==> config.mk <==
export PLATFORM = sky130hd
export DESIGN_NAME = if_stage
export DESIGN_NICKNAME = d
export VERILOG_FILES = /design/src/rtl/if_stage.sv
export SDC_FILE = /design/constraint.sdc
export NUM_CORES = 1
export LEC_CHECK = 0
export ABC_CLOCK_PERIOD_IN_PS = 2870
export BUFFER_PORTS_ARGS = -buffer_cell sky130_fd_sc_hd__buf_2
export CORE_MARGIN = 2
export CORE_UTILIZATION = 50
export DETAILED_ROUTE_END_ITERATION = 8
export PLACE_DENSITY = 0.77
export SYNTH_ARGS = -nofsm -noshare
export SYNTH_HDL_FRONTEND = slang
export SYNTH_SLANG_ARGS = --single-unit
==> constraint.sdc <==
create_clock -name clk -period 2.87 [get_ports clk]
set_input_delay 0.1435 -clock clk [delete_from_list [all_inputs] [get_ports clk]]
set_output_delay 0.1435 -clock clk [all_outputs]
set_load 0.03 [all_outputs]
==> src/rtl/if_stage.sv <==
// Instruction fetch stage: owns the PC, drives instruction memory and fills the
// IF/ID pipeline register, honouring stalls and branch/jump redirects from ID.
module if_stage #(
    parameter logic [31:0] RESET_PC = 32'h0000_0000
) (
    input  logic        clk,
    input  logic        rst,
    input  logic        stall,
    input  logic        redirect_br,
    input  logic [15:0] br_imm,
    input  logic        redirect_j,
    input  logic [25:0] j_index,
    input  logic [31:0] im_instr,
    output logic [31:0] im_addr,
    output logic [31:0] id_instr,
    output logic [31:0] id_pc4,
    output logic        id_valid,
    output logic [31:0] fetch_count
);

    // Word alignment is forced so a misaligned parameter cannot leak into the PC.
    localparam logic [31:0] RESET_PC_ALIGNED = {RESET_PC[31:2], 2'b00};

    logic [31:0] pc_reg;
    logic [31:0] id_instr_reg;
    logic [31:0] id_pc4_reg;
    logic        id_valid_reg;
    logic [31:0] fetch_count_reg;

    logic [31:0] pc_plus4;
    logic [31:0] br_offset;
    logic [31:0] br_target;
    logic [31:0] j_target;
    logic        take_j;
    logic        take_br;

    // Branch offset is the immediate sign-extended and scaled by 4.
    generate
        for (genvar gi = 0; gi < 32; gi++) begin : g_br_offset
            if (gi < 2) begin : g_zero
                assign br_offset[gi] = 1'b0;
            end else if (gi < 18) begin : g_imm
                assign br_offset[gi] = br_imm[gi-2];
            end else begin : g_sign
                assign br_offset[gi] = br_imm[15];
            end
        end
    endgenerate

    assign pc_plus4  = pc_reg + 32'd4;
    assign br_target = id_pc4_reg + br_offset;
    assign j_target  = {id_pc4_reg[31:28], j_index, 2'b00};

    // A redirect only means something when ID actually holds an instruction.
    assign take_j  = id_valid_reg && redirect_j;
    assign take_br = id_valid_reg && redirect_br;

    always_ff @(posedge clk) begin
        if (rst) begin
            pc_reg          <= RESET_PC_ALIGNED;
            id_instr_reg    <= 32'd0;
            id_pc4_reg      <= 32'd0;
            id_valid_reg    <= 1'b0;
            fetch_count_reg <= 32'd0;
        end else if (take_j) begin
            pc_reg       <= j_target;
            id_instr_reg <= 32'd0;
            id_valid_reg <= 1'b0;
        end else if (take_br) begin
            pc_reg       <= br_target;
            id_instr_reg <= 32'd0;
            id_valid_reg <= 1'b0;
        end else if (!stall) begin
            pc_reg          <= pc_plus4;
            id_instr_reg    <= im_instr;
            id_pc4_reg      <= pc_plus4;
            id_valid_reg    <= 1'b1;
            fetch_count_reg <= fetch_count_reg + 32'd1;
        end
    end

    assign im_addr     = pc_reg;
    assign id_instr    = id_instr_reg;
    assign id_pc4      = id_pc4_reg;
    assign id_valid    = id_valid_reg;
    assign fetch_count = fetch_count_reg;

endmodule

==> flow_metrics.env <==
export IMPL_status="complete, no violations"
export IMPL_irDropWorstVdd_mv=0.454
export IMPL_worstSetupPathType="reg2reg"
export IMPL_crit_end="im_addr[30]"
export IMPL_yosys_warnings=0
export IMPL_clk_pin_slew_worst_paths_ps=60
export IMPL_grt_antenna_before_repair=1
export IMPL_p_int_mw=3.64
export IMPL_syn_inst=943
export IMPL_grt_overflow_total=0
export IMPL_r2r_start="id_pc4[2]"
export IMPL_place_area_sq_mm=0.00883
export IMPL_power_density_mw_per_mm2=551
export IMPL_period_needed_ps=2690
export IMPL_die_x_microns=127
export IMPL_dp_hpwl_mm=17.5
export IMPL_drtIter0Drc=733
export IMPL_crit_fanout=5
export IMPL_finalWorstSetupSlack_ps=183
export IMPL_swShare_pct=32.6
export IMPL_clockRootBuffer="clkbuf_16"
export IMPL_p_leak_nw=4.34
export IMPL_synthTopCellsByCount="137 x nor2_1, 129 x dfxtp_1, 79 x nand2_1, 62 x a21oi_1, 44 x o21ai_0"
export IMPL_synth_fp_nets=1054
export IMPL_clock_sinks=129
export IMPL_syn_avg_cell_area_sq_um=8.06
export IMPL_synth_edff_count=0
export IMPL_setup_viol=0
export IMPL_async_flop_share_pct=0
export IMPL_timing_reg2reg_setup_slack_ps=180
export IMPL_drive_gt1_share_pct=23.0
export IMPL_fmax_ghz=0.372
export IMPL_clk_latency_ps=420
export IMPL_power_frac_seq_pct=37.2
export IMPL_ant_nets=0
export IMPL_drv_slew=0
export IMPL_syn_area_sq_mm=0.00760
export IMPL_p_comb_share_pct=23.2
export IMPL_grt_total_usage_pct=30.1
export IMPL_synth_most_common_cell="nor2_1"
export IMPL_cts_tree="yes"
export IMPL_drt_total_wl_mm=24.8
export IMPL_syn_to_final_growth_pct=28.9
export IMPL_vias=8079
export IMPL_routedWlPerCell_microns=17.9
export IMPL_globalplace_congestion=0.959
export IMPL_fp_dieH_microns=127
export IMPL_cap_violations=0
export IMPL_route_detailed_drc=0
export IMPL_cts_max_level=4
export IMPL_hold_class="in2reg"
export IMPL_avgViaCountPerCell=5.85
export IMPL_worstMarginPinSlew_ps=661
export IMPL_design_core_area_sq_mm=0.0150
export IMPL_io_pins=208
export IMPL_fin_crit_sh_pct=93.6
export IMPL_yosysTopAreaCellShare_pct=34.0
export IMPL_synth_top_cell_by_area="dfxtp_1"
export IMPL_r2r_cells=9
export IMPL_cp_arrival_ps=3030
export IMPL_rows=45
export IMPL_final_util_pct=65.1
export IMPL_power_mw=5.40
export IMPL_place_inst=1309
export IMPL_skew_ps=6.29
export IMPL_final_cells=1380
export IMPL_ys_ff_latch=129
export IMPL_worstSetupStartpointType="flop"
export IMPL_nNetsFinal=1289
export IMPL_design_area_sq_mm=0.00979
export IMPL_yosys_top_cells_area="dfxtp_1 34%, nor2_1 6.8%, ha_1 5.1%, xnor2_1 5.0%, mux2i_1 4.7%"
export IMPL_ys_types=63
export IMPL_relSlewSlack_pct=56.0
export IMPL_cts_buffer_depth=2
export IMPL_fillers=1304
export IMPL_r2r_end="im_addr[30]"
export IMPL_required_ps=3210
export IMPL_ys_seq_area_share_pct=34.0
export IMPL_startpoint="id_pc4[2]"
export IMPL_pre_cts_ws_ps=106
export IMPL_port_buffers=207
export IMPL_hold_viol_final=0
export IMPL_grt_pass1_wl_mm=39.1
export IMPL_cts_buffers=17
export IMPL_grt_max_degree=62
export IMPL_yosys_most_used_dff="dfxtp_1"
export IMPL_dr_pass1_iters=7
export IMPL_grt_pass1_vias=7706
export IMPL_power_net_switching_mw=1.76
export IMPL_die_area_sq_mm=0.0162
export IMPL_initial_utilization_pct=50.5
export IMPL_endpoint_kind="flop"
export IMPL_clockPowerShare_pct=39.6
metrics by stage:
| stage | hold slack, ps | TNS [ps] |
|---|---|---|
| after floorplan | 280 | 0 |
| after global placement | 372 | 0 |
| after detailed placement | 383 | 0 |
| after CTS | 4.10 | 0 |
| after global routing | 18.7 | -2.55 |
| final | 10.6 | 0 |
metal layers:
layer  GRT usage [%]  up-vias  wire [microns]  share of wire (%)
met4            9.70        0             637                2.6
li1                -     3893               -                  -
met3            8.75       45            2160                8.7
met2            50.7      380           11700                 47
met5               0        -               0                  0
met1            37.2     3761           10300                 42
repair_timing:
action                                  in CTS  in global routing
hold endpoints to repair                    38                  0
resized for setup                            0                  3
endpoints found under the setup margin       0                  8
setup buffers                                0                  0
hold buffers                                38                  0
how the worst min path moves through the flow:
stage,start,endpoint,slack [ps],depth (start not counted)
finish,j_index[14],im_addr[16],10,3
global route,j_index[14],im_addr[16],20,3
CTS,j_index[8],im_addr[10],4,3
detailed placement,im_instr[19],id_instr[19],380,3
global placement,im_instr[30],id_instr[30],370,3
floorplan,j_index[14],im_addr[16],280,2
critical path: stages (launching register included):
cell,delay (ps)
dfxtp_1,350
ha_1,220
fa_1,280
a211oi_2,130
o21ai_2,240
a21oi_1,160
nor4_2,380
a21oi_1,140
or4_1,490
a41oi_1,220
area by class of cell:
class                      count  area (sq um)  area share [%]
tap                          188           235            2.40
inverter                      14          52.6           0.537
antenna                        1          2.50          0.0256
clock inverter                13           139            1.42
clock buffer                  19           433            4.42
sequential                   129          2580            26.4
multi-input combinational    748          4750            48.6
timing repair buffer         268          1590            16.3
layout by cell type (no fill, tap or decap), drive strengths merged, types with 8 or more instances in the layout:
cell type    instances
a211oi              29
and3                18
nand2               80
o211ai               9
ha                  31
dfxtp              129
nor3                22
buf                230
xnor2               43
xor2                34
mux2i               36
nor2               138
clkbuf              19
inv                 15
and4                 8
clkinv               8
a22oi               17
a21o                11
o21ai               46
dlygate4sd3         38
or3                 23
a21oi               62
nand3               31
nand4               27
power groups by stage:
stage	sequential (mW)	clock (mW)	combinational, mW
finish	2.01	2.14	1.25
global route	2.02	2.23	1.35
CTS	2.00	2.15	1.23
detailed placement	2.04	0	1.18
global placement	2.04	0	1.17
floorplan	2.22	0	0.638
cells by family after synthesis:
logic type / after synthesis / synth area share [%]
AND/OR/NAND/NOR: 372 / 23.8
AO/OA/AOI/OAI: 229 / 19.4
flip-flops: 129 / 34.0
XOR/XNOR: 77 / 8.88
buffers and inverters: 66 / 3.49
multiplexers: 38 / 5.04
adder cells (fa/ha/maj): 32 / 5.37
Note: power is estimated with default switching activity, not from simulation.
